## config.mk

```make
export PLATFORM = sky130hd
export DESIGN_NAME = ibex_fetch_stage
export DESIGN_NICKNAME = d
export VERILOG_FILES = /design/src/rtl/ibex_fetch_stage.sv
export SDC_FILE = /design/constraint.sdc
export NUM_CORES = 1
export LEC_CHECK = 0
export ABC_AREA = 1
export BUFFER_PORTS_ARGS = -buffer_cell sky130_fd_sc_hd__buf_2
export CAP_MARGIN = 30
export CORE_AREA = 4 4 129 254
export CTS_BUF_LIST = sky130_fd_sc_hd__clkbuf_4 sky130_fd_sc_hd__clkbuf_8
export DETAILED_ROUTE_END_ITERATION = 12
export DIE_AREA = 0 0 133 258
export PLACE_DENSITY = 0.83
export SETUP_SLACK_MARGIN = 0.1
export SLEW_MARGIN = 20
export SYNTH_ARGS = -nofsm -noshare
export SYNTH_HDL_FRONTEND = slang
export SYNTH_SLANG_ARGS = --single-unit
export TNS_END_PERCENT = 20
```

## constraint.sdc

```tcl
create_clock -name clk_i -period 5.1 [get_ports clk_i]
set_input_delay 0.255 -clock clk_i [delete_from_list [all_inputs] [get_ports clk_i]]
set_output_delay 0.255 -clock clk_i [all_outputs]
set_load 0.005 [all_outputs]
```

## src/rtl/ibex_fetch_stage.sv

```systemverilog
// Instruction fetch stage: next-PC selection, req/gnt/rvalid bus master,
// response FIFO and the IF/ID pipeline register feeding decode.
// Only 32-bit instructions are fetched; there is no compressed support.
module ibex_fetch_stage #(
    parameter int unsigned DEPTH        = 2,
    parameter logic [31:0] DM_HALT_ADDR = 32'h1A11_0800,
    parameter logic [31:0] DM_EXC_ADDR  = 32'h1A11_0808
) (
    input  logic        clk_i,
    input  logic        rst_ni,
    input  logic        req_i,
    input  logic        pc_set_i,
    input  logic [2:0]  pc_mux_i,
    input  logic [1:0]  exc_pc_mux_i,
    input  logic [5:0]  exc_cause_i,
    input  logic [31:0] boot_addr_i,
    input  logic [31:0] jump_target_i,
    input  logic [31:0] csr_mtvec_i,
    input  logic [31:0] csr_mepc_i,
    input  logic [31:0] csr_depc_i,
    input  logic        id_in_ready_i,
    input  logic        instr_valid_clear_i,
    output logic        instr_req_o,
    output logic [31:0] instr_addr_o,
    input  logic        instr_gnt_i,
    input  logic        instr_rvalid_i,
    input  logic [31:0] instr_rdata_i,
    input  logic        instr_err_i,
    output logic        instr_valid_id_o,
    output logic [31:0] instr_rdata_id_o,
    output logic        instr_fetch_err_o,
    output logic [31:0] pc_id_o,
    output logic        if_busy_o
);

    // Counters are 3 bits wide so they can hold the largest DEPTH (4).
    localparam int unsigned CW      = 3;
    localparam logic [3:0]  DEPTH_L = 4'(DEPTH);

    // One buffered instruction word with its error flag and fetch PC.
    typedef struct packed {
        logic [31:0] rdata;
        logic        err;
        logic [31:0] pc;
    } fifo_entry_t;

    // ---------------------------------------------------------------
    // State
    // ---------------------------------------------------------------
    logic [31:0]   r_fetch_addr;
    logic          r_misalign;
    logic [CW-1:0] r_outstanding;
    logic [CW-1:0] r_discard;
    logic [CW-1:0] r_fifo_count;
    fifo_entry_t   r_fifo [DEPTH];
    logic [31:0]   r_pcq  [DEPTH];

    logic          r_instr_valid;
    logic [31:0]   r_instr_rdata;
    logic          r_fetch_err;
    logic [31:0]   r_pc_id;

    // ---------------------------------------------------------------
    // Combinational nets
    // ---------------------------------------------------------------
    logic [31:0]   w_target;
    logic          w_misaligned;
    logic [3:0]    w_sum;
    logic          w_req;
    logic          w_gnt_acc;
    logic          w_rsp_acc;
    logic          w_push;
    logic          w_load;
    logic [CW-1:0] w_fifo_wr_idx;
    logic [CW-1:0] w_pcq_wr_idx;
    fifo_entry_t   w_fifo_new;
    fifo_entry_t   w_fifo_shift [DEPTH];
    fifo_entry_t   w_fifo_nxt   [DEPTH];
    logic [31:0]   w_pcq_shift  [DEPTH];
    logic [31:0]   w_pcq_nxt    [DEPTH];
    logic          w_unused_bits;

    // Bits of the inputs that the address formation never looks at.
    assign w_unused_bits = ^{exc_cause_i[5], csr_mtvec_i[7:0], boot_addr_i[7:0]};

    // Redirect target selection from the controller's PC mux commands.
    always_comb begin
        w_target = {boot_addr_i[31:8], 8'h80};
        case (pc_mux_i)
            3'd0: w_target = {boot_addr_i[31:8], 8'h80};
            3'd1: w_target = jump_target_i;
            3'd2: begin
                case (exc_pc_mux_i)
                    2'd0:    w_target = {csr_mtvec_i[31:8], 8'h00};
                    2'd1:    w_target = {csr_mtvec_i[31:8], 1'b0, exc_cause_i[4:0], 2'b00};
                    2'd2:    w_target = DM_HALT_ADDR;
                    2'd3:    w_target = DM_EXC_ADDR;
                    default: w_target = DM_HALT_ADDR;
                endcase
            end
            3'd3:    w_target = csr_mepc_i;
            3'd4:    w_target = csr_depc_i;
            default: w_target = {boot_addr_i[31:8], 8'h80};
        endcase
    end

    assign w_misaligned = (w_target[1:0] != 2'b00);

    // Requests stop when in-flight plus buffered words would exceed the FIFO.
    assign w_sum     = {1'b0, r_outstanding} + {1'b0, r_fifo_count};
    assign w_req     = rst_ni & req_i & ~pc_set_i & ~r_misalign & (w_sum < DEPTH_L);
    assign w_gnt_acc = w_req & instr_gnt_i;
    // A response with nothing outstanding is a bus protocol error; ignore it.
    assign w_rsp_acc = instr_rvalid_i & (r_outstanding != 3'd0);
    assign w_push    = w_rsp_acc & (r_discard == 3'd0) & ~pc_set_i;
    assign w_load    = id_in_ready_i & (r_fifo_count != 3'd0) & ~pc_set_i;

    assign w_fifo_wr_idx = r_fifo_count - {2'b00, w_load};
    assign w_pcq_wr_idx  = r_outstanding - {2'b00, w_rsp_acc};

    assign w_fifo_new.rdata = instr_rdata_i;
    assign w_fifo_new.err   = instr_err_i;
    assign w_fifo_new.pc    = r_pcq[0];

    // Response FIFO next state: shift out the head on load, write at the tail on push.
    always_comb begin
        for (int i = 0; i < int'(DEPTH) - 1; i++) begin
            w_fifo_shift[i] = w_load ? r_fifo[i+1] : r_fifo[i];
        end
        w_fifo_shift[DEPTH-1] = r_fifo[DEPTH-1];
        for (int i = 0; i < int'(DEPTH); i++) begin
            w_fifo_nxt[i] = (w_push && (w_fifo_wr_idx == 3'(i))) ? w_fifo_new : w_fifo_shift[i];
        end
    end

    // Per-request PC queue next state: pop on response, append the granted address.
    always_comb begin
        for (int i = 0; i < int'(DEPTH) - 1; i++) begin
            w_pcq_shift[i] = w_rsp_acc ? r_pcq[i+1] : r_pcq[i];
        end
        w_pcq_shift[DEPTH-1] = r_pcq[DEPTH-1];
        for (int i = 0; i < int'(DEPTH); i++) begin
            w_pcq_nxt[i] = (w_gnt_acc && (w_pcq_wr_idx == 3'(i))) ? r_fetch_addr : w_pcq_shift[i];
        end
    end

    // Fetch address: reload on redirect, advance one word per granted request.
    always_ff @(posedge clk_i) begin
        if (!rst_ni) begin
            r_fetch_addr <= {boot_addr_i[31:8], 8'h80};
        end else if (pc_set_i) begin
            r_fetch_addr <= w_target;
        end else if (w_gnt_acc) begin
            r_fetch_addr <= r_fetch_addr + 32'd4;
        end else begin
            r_fetch_addr <= r_fetch_addr;
        end
    end

    // Misaligned-target stall flag, held until the controller redirects again.
    always_ff @(posedge clk_i) begin
        if (!rst_ni) begin
            r_misalign <= 1'b0;
        end else if (pc_set_i) begin
            r_misalign <= w_misaligned;
        end else begin
            r_misalign <= r_misalign;
        end
    end

    // Outstanding request counter; a grant and a response in one cycle cancel.
    always_ff @(posedge clk_i) begin
        if (!rst_ni) begin
            r_outstanding <= 3'd0;
        end else begin
            r_outstanding <= r_outstanding + {2'b00, w_gnt_acc} - {2'b00, w_rsp_acc};
        end
    end

    // Discard counter: responses still owed to requests issued before a redirect.
    always_ff @(posedge clk_i) begin
        if (!rst_ni) begin
            r_discard <= 3'd0;
        end else if (pc_set_i) begin
            r_discard <= r_outstanding - {2'b00, w_rsp_acc};
        end else if (w_rsp_acc && (r_discard != 3'd0)) begin
            r_discard <= r_discard - 3'd1;
        end else begin
            r_discard <= r_discard;
        end
    end

    // Response FIFO storage; a redirect flushes it and may plant a misalign error entry.
    always_ff @(posedge clk_i) begin
        if (!rst_ni) begin
            r_fifo_count <= 3'd0;
            for (int i = 0; i < int'(DEPTH); i++) begin
                r_fifo[i] <= '0;
            end
        end else if (pc_set_i) begin
            if (w_misaligned) begin
                r_fifo_count    <= 3'd1;
                r_fifo[0].rdata <= 32'h0000_0000;
                r_fifo[0].err   <= 1'b1;
                r_fifo[0].pc    <= w_target;
            end else begin
                r_fifo_count <= 3'd0;
            end
        end else begin
            r_fifo_count <= r_fifo_count + {2'b00, w_push} - {2'b00, w_load};
            for (int i = 0; i < int'(DEPTH); i++) begin
                r_fifo[i] <= w_fifo_nxt[i];
            end
        end
    end

    // PC queue storage, kept in step with the outstanding counter.
    always_ff @(posedge clk_i) begin
        if (!rst_ni) begin
            for (int i = 0; i < int'(DEPTH); i++) begin
                r_pcq[i] <= 32'h0000_0000;
            end
        end else begin
            for (int i = 0; i < int'(DEPTH); i++) begin
                r_pcq[i] <= w_pcq_nxt[i];
            end
        end
    end

    // IF/ID register: a load from the FIFO wins over an invalidate request.
    always_ff @(posedge clk_i) begin
        if (!rst_ni) begin
            r_instr_valid <= 1'b0;
            r_instr_rdata <= 32'h0000_0000;
            r_fetch_err   <= 1'b0;
            r_pc_id       <= 32'h0000_0000;
        end else if (pc_set_i) begin
            r_instr_valid <= 1'b0;
        end else if (w_load) begin
            r_instr_valid <= 1'b1;
            r_instr_rdata <= r_fifo[0].rdata;
            r_fetch_err   <= r_fifo[0].err;
            r_pc_id       <= r_fifo[0].pc;
        end else if (instr_valid_clear_i) begin
            r_instr_valid <= 1'b0;
        end else begin
            r_instr_valid <= r_instr_valid;
        end
    end

    assign instr_req_o       = w_req;
    assign instr_addr_o      = {r_fetch_addr[31:2], 2'b00};
    assign instr_valid_id_o  = r_instr_valid;
    assign instr_rdata_id_o  = r_instr_rdata;
    assign instr_fetch_err_o = r_fetch_err;
    assign pc_id_o           = r_pc_id;
    assign if_busy_o         = (r_outstanding != 3'd0);

endmodule

```

Yosys cells after proc, flatten, opt, wreduce, memory -nomap -nowiden
Memories as Yosys holds them, arrays and structs flattened.
Index checks and enable logic that the tools add are counted.
Storage, ports and cells
  bits in registers: 108
  bits in writable memories: 194
  input bits: 212
  output and inout port bits: 100
  word-level logic and storage cells: 107
  memories kept: 2
Cells by class
  add/subtract/negate cells: 9
  $lt $le $gt $ge: 1
  equality and inequality tests: 10
  muxes and demuxes: 35
  bitwise gates (word level): 22
  reduce and logical (&&, ||, !) cells: 18
Memories
  r_fifo: words 2, width 65, read ports 2, clocked after Yosys merged registers in 0, write ports 2, line 55  | fifo_entry_t r_fifo [DEPTH];
  r_pcq: words 2, width 32, read ports 2, clocked after Yosys merged registers in 0, write ports 2, line 56  | logic [31:0] r_pcq [DEPTH];
Operators with widths (count)
  two-way mux 32 bit: 12
  two-way mux 65 bit: 4
  one-hot mux 32 bit (4 select lines): 2
  adder 32 x 3 -> 32 bit (second input constant): 1
  two-way mux 1 bit: 14
  subtractor 3 x 1 -> 3 bit: 4
  bitwise AND 1 bit: 10
  equality test 3 x 1 -> 1 bit (second input constant): 3
  zero test 3 bit: 3
  two-way mux 3 bit: 3
  OR 1 bit: 9
  nonzero test 3 bit: 3
  nonzero test 2 bit: 4
  adder 3 x 1 -> 3 bit: 2
  equality test 3 x 2 -> 1 bit (second input constant): 2
  logical AND 1 bit: 5
  adder 3 x 3 -> 4 bit: 1
  equality test 2 bit (second input constant): 2
  less-than comparator 4 x 2 -> 1 bit (second input constant): 1
  equality test 3 bit (second input constant): 1
  inequality test 3 x 1 -> 1 bit (second input constant): 1
  inverter 1 bit: 3
  subtractor 3 x 1 -> 3 bit (second input constant): 1
  equality test 2 x 1 -> 1 bit (second input constant): 1
  3 further kinds: 3

Longest topological paths before layout
Gate-level depths: netlist (run 1).
  depth in word-level cells: 10
  gate-level depth with buffers: 16

Least setup slack after synthesis (run 1)
No wires, ideal clock.
  path type: register to register
  start point: register r_fifo_count[2] (netlist name)
  end point: memory r_fifo[0][100] (netlist name), enable pin
  setup time: 0.509 ns
  arrival: 5.000 ns
  required time: 4.591 ns
  setup slack: -0.409 ns
  stages on the path, launching flop included: 11
  path buffers: 2
  period minus slack after synthesis: 5.509 ns
  path through: dfxtp_1 -> nor2_1 -> nand2_1 -> nand3_1 -> inv_1 -> clkbuf_1 -> ha_1 -> ha_1 -> clkbuf_1 -> nand3_1 -> a21oi_1
RTL lines (line)
  end: declaration: 55

Final worst setup path (run 1)
  start point: register r_fifo_count[1]
  end point: register r_outstanding[2]
On the way
  longest elaborated chain between the ends: 6
RTL lines
  start: declaration: line 54  | logic [CW-1:0] r_fifo_count;
  start signal: assignment: line 210  | r_fifo_count <= r_fifo_count + {2'b00, w_push} - {2'b00, w_load};
  adder 3 x 3 -> 4 bit: line 110  | assign w_sum = {1'b0, r_outstanding} + {1'b0, r_fifo_count};
  less-than comparator 4 x 2 -> 1 bit: line 111  | assign w_req = rst_ni & req_i & ~pc_set_i & ~r_misalign & (w_sum < DEPTH_L);
  bitwise AND 1 bit: line 111
  bitwise AND 1 bit: line 112  | assign w_gnt_acc = w_req & instr_gnt_i;
  adder 3 x 1 -> 3 bit: line 176  | r_outstanding <= r_outstanding + {2'b00, w_gnt_acc} - {2'b00, w_rsp_acc};
  subtractor 3 x 1 -> 3 bit: line 176
  end signal: assignment: line 176
  end: declaration: line 52  | logic [CW-1:0] r_outstanding;
Every way passes these cells.
A chain may end at the register's enable or synchronous reset.

==> key figures, run 1 <==
Routing
  – Total iterations of the first detailed-routing run: 5
  – Drt first-iter violations: between 1000 and 1500
  – Remaining antenna violation count: 0
  – Total number of vias: about 15000
  – Routed length per instance: 18.27 um
  – Drt via density: ~5.4
  – Post-route DRC violation count: 0
  – Detailed-route wire length: a little over 50000 um

STA
  – Count of final setup violators: 0
  – Setup TNS after final layout: 0 ns
  – Unrepaired setup endpoints after global routing: no
  – Post-route worst hold slack: 0.05032 ns
  – Final worst path period share: 0.7006
  – Count of final hold-check violations: 0
  – Number of max-slew violations in the final report: 0
  – Maximum frequency from static timing analysis: ~0.28 GHz
  – Worst slew slack as a fraction of its limit: 0.3482
  – Final worst path period need: between 3 and 4 ns
  – Transition at the pin with the smallest max-transition slack: ~0.98 ns
  – Largest clock skew in the final design: between 0.015 and 0.02 ns

Yosys
  – EDFF count, synth: roughly 150
  – Post-synthesis instance area: about 16000 um2
  – Number of standard cells after synthesis: between 2000 and 2500
  – Main area contributors after synthesis: sky130_fd_sc_hd__edfxtp_1 (29%), sky130_fd_sc_hd__dfxtp_1 (19%), sky130_fd_sc_hd__nand2_1 (13%), sky130_fd_sc_hd__nor2_1 (7.7%), sky130_fd_sc_hd__inv_1 (4.8%)
  – Part of the Yosys area used for sequential elements: 0.4818
  – Number of flip-flops and latches in the synthesized netlist: about 300
  – Most common library cells after synthesis: sky130_fd_sc_hd__nand2_1 (562), sky130_fd_sc_hd__nor2_1 (325), sky130_fd_sc_hd__inv_1 (200), sky130_fd_sc_hd__edfxtp_1 (154), sky130_fd_sc_hd__dfxtp_1 (148)
  – Count leader, synth: sky130_fd_sc_hd__nand2_1
  – Most common flop cell mapped by yosys: sky130_fd_sc_hd__edfxtp_1
  – Largest area contributor in the netlist: sky130_fd_sc_hd__edfxtp_1
  – Synthesis Warnings: 0
  – Fraction of registers with async set/reset: 0
  – Share of the synthesized area in the top cell type: 0.2936
  – Syn_area_per_cell: approximately 7.5 um2
  – Count of unique library cells instantiated by Yosys: 39

GRT
  – GRT Residual Overflow: 0
  – Busiest grt layer: met2
  – Pin count of the biggest net entering global routing: 68
  – Number of global-route vias before repair: 14658
  – GRT met2 Usage: 0.5198
  – Routing usage on met3: 0.04113
  – Number of antenna violations at the first check in global routing: 2
  – Global routing met1 resource utilization: 0.2829
  – GR Util All Layers: 0.2907
  – First-pass GRT wire length: a little under 80000 um

Power
  – Maximum vdd ir drop: about 0.00027 V
  – Internal cell power: roughly 4.3 mW
  – LEAKAGE: roughly 8.9 nW
  – Power dissipated by switching net loads: between 2 and 2.5 mW
  – Part of the power in the clock network: 0.314
  – Sequential cell fraction of total power: 0.463
  – Pwr dens: approximately 340 nW/um2
  – Switch share: 0.3236
  – Relative contribution of combinational cells to total power: 0.223

Cells and area
  – Area Growth Syn to Fin: 18.10%
  – Final standard cell utilization of the core: 0.6028
  – Fraction of final layout cells with drive strength greater than 1: 0.1900
  – Multi-input gate area: ~6600 um2
  – Final std cell area, no fill: roughly 19000 um2
  – Storage cell area: between 7000 and 8000 um2
  – Final-layout fill cell count: roughly 2800
  – Net count, final: roughly 2600

Placed design
  – HPWL Detailed: approximately 37000 um
  – Cell area reported after detailed placement: ~17000 um2
  – Final RePlAce weighted congestion: between 0.9 and 1
  – Buffers on Ports: just under 300

Worst setup path
  – Critical Path End Type: flop
  – Worst setup slack for register-to-register paths: 1.53 ns
  – Critical path peak fanout: 35
  – Type of element launching the critical path: flop
  – Arrival time of the worst setup path: 4.02 ns
  – Number of cells on the worst reg-to-reg path: 15
  – Worst Path Required: 5.55 ns
  – Reg2reg end: r_outstanding[2]
  – Crit Path Category: reg -> reg
  – FF-to-FF Start: r_fifo_count[1]

Min path
  – Worst hold-check path type: in -> reg
  – Worst hold path startpoint: boot_addr_i[9]
  – Destination of the worst hold path: r_fetch_addr[9]
  – Hold-critical path depth: 3

Clock tree
  – Number of clock sinks: 302
  – Clock Pin Slew Worst Setup and Hold Paths: approximately 0.070 ns
  – Clock H-tree levels: 2
  – Root buffer selected by CTS: sky130_fd_sc_hd__clkbuf_8
  – Buffer depth of the longest clock path: 3
  – Clock Latency Late Sink: roughly 0.58 ns
  – Clock tree from TritonCTS: built
  – Number of buffers inserted during clock tree synthesis: between 40 and 50

Die
  – Initial core utilization: 0.5104
  – Number of placed I/O pins: roughly 310
  – Floorplan die width: between 100 and 150 um
  – Die Ht: roughly 260 um
  – Total number of placement rows: slightly above 90
  – Standard cell core area: 30860 um2
  – Die area: between 30000 and 40000 um2

Run status
  – Run status: complete, no violations

Run
  – MaxCap Viol Count: 0
-- layer usage --
layer,wire (um),vias to the layer above
met4,5602,0
met3,3332,221
met5,0,-
li1,-,7278
met1,16600,6860
met2,25910,727
-- final cells by class --
type                            instances  share of cell area
Timing Repair Buffer                  365              0.1165
Antenna cell                            2           0.0002691
Clock inverter                         16            0.006996
Clock buffer                           64             0.04164
Multi-Input combinational cell       1435              0.3554
Tap cell                              418             0.02812
Sequential cell                       302              0.4079
Inverter                              213             0.04312
-- cell families (layout without fill, tap and decap cells) --
kind of cell    count (synthesis)  in the layout  synth area share
flops                         302            302            0.4818
other cells                     1              4         0.0002381
fa+ha+maj                      16             16           0.01414
simple gates                 1134           1134            0.3033
xor+xnor                        9              9          0.005005
compound gates                274            274           0.09391
buf+inv                       365            658            0.1016
-- worst max-delay path by stage --
| stage | slack (ns) | to | start | cells after the start |
|---|---|---|---|---|
| finish | 1.53 | r_outstanding[2] | r_fifo_count[1] | 15 |
| global route | 1.15 | r_outstanding[2] | r_fifo_count[1] | 15 |
| CTS | 1.55 | r_outstanding[2] | r_fifo_count[1] | 15 |
| detailed placement | 1.57 | r_outstanding[2] | r_fifo_count[1] | 15 |
| global placement | 1.62 | r_outstanding[2] | r_outstanding[1] | 15 |
| floorplan | 1.03 | r_fifo[0][100] | r_fifo_count[2] | 10 |
-- timing repair --
action | 4_1_cts | 5_1_grt
hold buffers | 49 | 0
setup buffers | 0 | 0
resized for setup | 0 | 0
hold endpoints to repair | 49 | 0
-- power by group through the flow --
stage	Combinational, mW	Clock [mW]	Sequential (mW)
after global placement	1.33	0	3.00
final	1.43	2.01	2.96
after detailed placement	1.37	0	3.01
after global routing	1.55	2.15	2.99
after CTS	1.41	2.04	2.96
after floorplan	0.915	0	2.97
-- registers in the layout, indices dropped and copies added, names as in the netlist, named ones only --
| register | count |
|---|---|
| r_fifo | 130 |
| instr_valid_id_o | 1 |
| r_discard | 3 |
| r_pcq | 64 |
| instr_fetch_err_o | 1 |
| r_fifo_count | 3 |
| r_misalign | 1 |
| r_fetch_addr | 30 |
| r_outstanding | 3 |
| pc_id_o | 32 |
| instr_rdata_id_o | 32 |
-- critical path, stage by stage (launching register included) --
cell and delay, ns:
sky130_fd_sc_hd__dfxtp_1 0.44, sky130_fd_sc_hd__inv_1 0.16, sky130_fd_sc_hd__fa_1 0.53, sky130_fd_sc_hd__nand2_1 0.07, sky130_fd_sc_hd__nor2_1 0.13, sky130_fd_sc_hd__nand2_2 0.10, sky130_fd_sc_hd__nor2_8 0.48, sky130_fd_sc_hd__nand2_4 0.22
sky130_fd_sc_hd__ha_1 0.33, sky130_fd_sc_hd__inv_1 0.05, sky130_fd_sc_hd__ha_1 0.13, sky130_fd_sc_hd__inv_1 0.04, sky130_fd_sc_hd__fa_1 0.37, sky130_fd_sc_hd__xor2_1 0.16, sky130_fd_sc_hd__o21ai_0 0.17, sky130_fd_sc_hd__a21oi_1 0.06
-- through the flow --
step / power (mW) / worst slack (ns) / cells
3_5_place_dp: 4.379 / 1.575 / 2683
3_3_place_gp: 4.331 / 1.624 / 2683
5_1_grt: 6.685 / 1.153 / 2815
6_report: 6.400 / 1.527 / 2815
2_1_floorplan: 3.886 / 1.031 / 2102
4_1_cts: 6.408 / 1.552 / 2812
-- placed cells by master (no fill, tap or decap), types with 3 or more instances in the layout --
cell,instances
sky130_fd_sc_hd__o21a_1,14
sky130_fd_sc_hd__fa_1,3
sky130_fd_sc_hd__xor2_1,7
sky130_fd_sc_hd__nand2_2,4
sky130_fd_sc_hd__edfxtp_1,154
sky130_fd_sc_hd__o21ai_1,62
sky130_fd_sc_hd__nor3_1,10
sky130_fd_sc_hd__and3_1,12
sky130_fd_sc_hd__clkinv_1,7
sky130_fd_sc_hd__clkbuf_4,17
sky130_fd_sc_hd__dfxtp_1,148
sky130_fd_sc_hd__inv_2,14
sky130_fd_sc_hd__a22oi_1,19
sky130_fd_sc_hd__nand3_1,107
sky130_fd_sc_hd__buf_4,22
sky130_fd_sc_hd__dlygate4sd3_1,49
sky130_fd_sc_hd__inv_1,198
sky130_fd_sc_hd__nand4_1,70
sky130_fd_sc_hd__nor2_1,324
sky130_fd_sc_hd__nor2_2,35
sky130_fd_sc_hd__o211ai_1,5
sky130_fd_sc_hd__ha_1,13
sky130_fd_sc_hd__clkinv_2,4
sky130_fd_sc_hd__clkbuf_8,47
sky130_fd_sc_hd__o21ai_0,86
sky130_fd_sc_hd__buf_2,291
sky130_fd_sc_hd__nand2_1,561
sky130_fd_sc_hd__a21oi_1,83
Note: power is estimated with default switching activity, not from simulation.
==> inputs of run 2 (changes only) <==
==> constraint.sdc (replaced) <==
create_clock -name clk_i -period 2.91 [get_ports clk_i]
set_input_delay 0.1455 -clock clk_i [delete_from_list [all_inputs] [get_ports clk_i]]
set_output_delay 0.1455 -clock clk_i [all_outputs]
set_load 0.005 [all_outputs]
==> run 2 against run 1 <==
Compared with the run above: combinational power grew 77%; cell area grew 3.3%; clock-buffer cell count grew 10; setup slack lost 1.4 ns; worst hold slack lost 0.018 ns; clock power grew 88%; via count shrank 1.9%; die area is the same; power grew 80%; largest cell class unchanged; largest power group unchanged.
==> key figures, run 2 (synthesis gave the netlist of run 1 again) <==
Placed design
  – HPWL Detailed: about 34000 um
  – Final RePlAce weighted congestion: about 1
  – Cell total after placement: approximately 2700
  – Buffers on Ports: 292
  – Worst slack, placed: ~0.15 ns

Cells and area
  – Commonest non-fill, non-tap cell in the layout: sky130_fd_sc_hd__nand2_1
  – Fraction of final layout cells with drive strength greater than 1: 0.2038
  – Final standard cell utilization of the core: 0.6227
  – Most flop-heavy register: r_fifo
  – Largest register FFs: 130
  – Post-Layout Cell Count: about 2900
  – Area Growth Syn to Fin: 22.00%
  – Leading cell types in the layout, fill and taps excluded: sky130_fd_sc_hd__nand2_1 (560), sky130_fd_sc_hd__nor2_1 (323), sky130_fd_sc_hd__buf_2 (291)
  – Final-layout fill cell count: 2740
  – Net count, final: 2637
  – Biggest registers after layout: r_fifo x130, r_pcq x64

GRT
  – GRT Residual Overflow: 0
  – Pin count of the biggest net entering global routing: just over 90
  – GR Util All Layers: 0.2678
  – Number of global-route vias before repair: 14564
  – First-pass GRT wire length: ~74000 um
  – Number of antenna violations at the first check in global routing: 1

STA
  – Unrepaired setup endpoints after global routing: yes
  – Maximum frequency from static timing analysis: ~0.36 GHz
  – Count of final hold-check violations: 0
  – Final worst path period share: 0.9448
  – Worst slew slack as a fraction of its limit: 0.4131
  – Transition at the pin with the smallest max-transition slack: 0.8803 ns
  – Setup TNS after final layout: 0 ns
  – Number of max-slew violations in the final report: 0
  – Largest clock skew in the final design: roughly 0.030 ns
  – Final worst path period need: approximately 2.7 ns
  – PnR worst setup slack: approximately 0.16 ns
  – Count of final setup violators: 0

Die
  – Total number of placement rows: just over 90
  – Number of placed I/O pins: approximately 310
  – Die Ht: around 260 um
  – Floorplan die width: between 100 and 150 um
  – Standard cell core area: just over 30000 um2
  – Die area: between 30000 and 40000 um2
  – Initial core utilization: 0.5104

Worst setup path
  – Worst setup slack for register-to-register paths: approximately 0.16 ns
  – Type of element launching the critical path: flop
  – Critical Path End Type: flop
  – FF-to-FF Start: r_fifo_count[0]
  – Worst Path Required: 3.41 ns
  – Reg2reg end: r_outstanding[2]
  – Crit path to: r_outstanding[2]
  – Worst setup path start: r_fifo_count[0]
  – Crit Path Category: reg -> reg
  – Arrival time of the worst setup path: approximately 3.3 ns
  – Critical path peak fanout: 4
  – Number of cells on the worst reg-to-reg path: 15

Routing
  – Detailed-route wire length: about 47000 um
  – Drt via density: 5.173
  – Drt first-iter violations: 960
  – Total iterations of the first detailed-routing run: 5
  – Routed length per instance: around 17 um
  – Total number of vias: about 15000
  – Remaining antenna violation count: 0
  – Post-route DRC violation count: 0

Clock tree
  – Clock Latency Late Sink: 0.57 ns
  – Clock Pin Slew Worst Setup and Hold Paths: ~0.070 ns
  – Clock tree from TritonCTS: built
  – Buffer depth of the longest clock path: 3
  – Number of clock sinks: around 300
  – Clock H-tree levels: 2
  – Number of buffers inserted during clock tree synthesis: 43
  – Root buffer selected by CTS: sky130_fd_sc_hd__clkbuf_8

Run
  – MaxCap Viol Count: 0

Power
  – Total power consumption of the routed design: about 11 mW
  – LEAKAGE: approximately 9.1 nW
  – Maximum vdd ir drop: 0.0003542 V
  – Pwr dens: roughly 600 nW/um2

Run status
  – Run status: complete, no violations

Min path
  – Worst hold-check path type: in -> reg
## run 2: where the power goes
part | leakage (nW) | switching (mW) | internal (mW)
sequential | 2.79 | 0.242 | 4.94
clock | 0.529 | 1.63 | 2.15
combinational | 5.82 | 1.67 | 0.862
total | 9.14 | 3.54 | 7.95
## run 2: per-stage QoR
stage | area (um2) | hold slack (ns)
6_report | 19210 | 0.03250
3_5_place_dp | 17410 | 0.4131
4_1_cts | 19180 | 0.001785
5_1_grt | 19210 | 0.03204
3_3_place_gp | 17410 | 0.3993
2_1_floorplan | 15860 | 0.3088
## run 2: per-layer routing
| layer | vias to the layer above | wire length [um] | track usage |
|---|---|---|---|
| met5 | - | 0 | 0 |
| li1 | 7363 | - | - |
| met4 | 0 | 2668 | 0.1506 |
| met3 | 136 | 2543 | 0.03567 |
| met2 | 550 | 25380 | 0.5089 |
| met1 | 6756 | 16760 | 0.2774 |
## run 2: worst max-delay path, stage by stage (launching register included)
cell	delay, ns
sky130_fd_sc_hd__dfxtp_4	0.37
sky130_fd_sc_hd__nand2_1	0.07
sky130_fd_sc_hd__fa_1	0.48
sky130_fd_sc_hd__nand2_1	0.08
sky130_fd_sc_hd__nor2_2	0.11
sky130_fd_sc_hd__nand2_2	0.10
sky130_fd_sc_hd__nor2_8	0.13
sky130_fd_sc_hd__nand2_4	0.05
sky130_fd_sc_hd__ha_1	0.26
sky130_fd_sc_hd__inv_1	0.06
sky130_fd_sc_hd__ha_1	0.13
sky130_fd_sc_hd__inv_1	0.05
sky130_fd_sc_hd__fa_2	0.33
sky130_fd_sc_hd__xor2_1	0.16
sky130_fd_sc_hd__buf_4	0.14
sky130_fd_sc_hd__a21oi_1	0.14
## run 2: cell type report
type / instances / area, um2 / area share
diodes: 1 / 2.502 / 0.0001302
clock buffers: 74 / 912.1 / 0.04747
clock inverters: 5 / 78.83 / 0.004103
inverters: 213 / 805.8 / 0.04194
multi-input cells: 1435 / 6666 / 0.3470
flip-flops and latches: 302 / 7600 / 0.3955
well taps: 418 / 523.0 / 0.02722
repair buffers: 414 / 2625 / 0.1366
## run 2: how the worst min path moves through the flow
stage	cells after the start	from	slack (ns)	to
2_1_floorplan	3	instr_valid_clear_i	0.31	instr_valid_id_o
3_3_place_gp	4	instr_valid_clear_i	0.40	instr_valid_id_o
3_5_place_dp	4	instr_valid_clear_i	0.41	instr_valid_id_o
4_1_cts	5	exc_cause_i[2]	0.002	r_fetch_addr[4]
5_1_grt	5	jump_target_i[23]	0.03	r_fetch_addr[23]
6_report	5	jump_target_i[23]	0.03	r_fetch_addr[23]
## run 2: repair_timing
action,4_1_cts,5_1_grt
setup endpoints to repair,0,5
hold buffers,78,0
hold endpoints to repair,96,0
buffers inserted,0,2
gates resized for setup,0,9
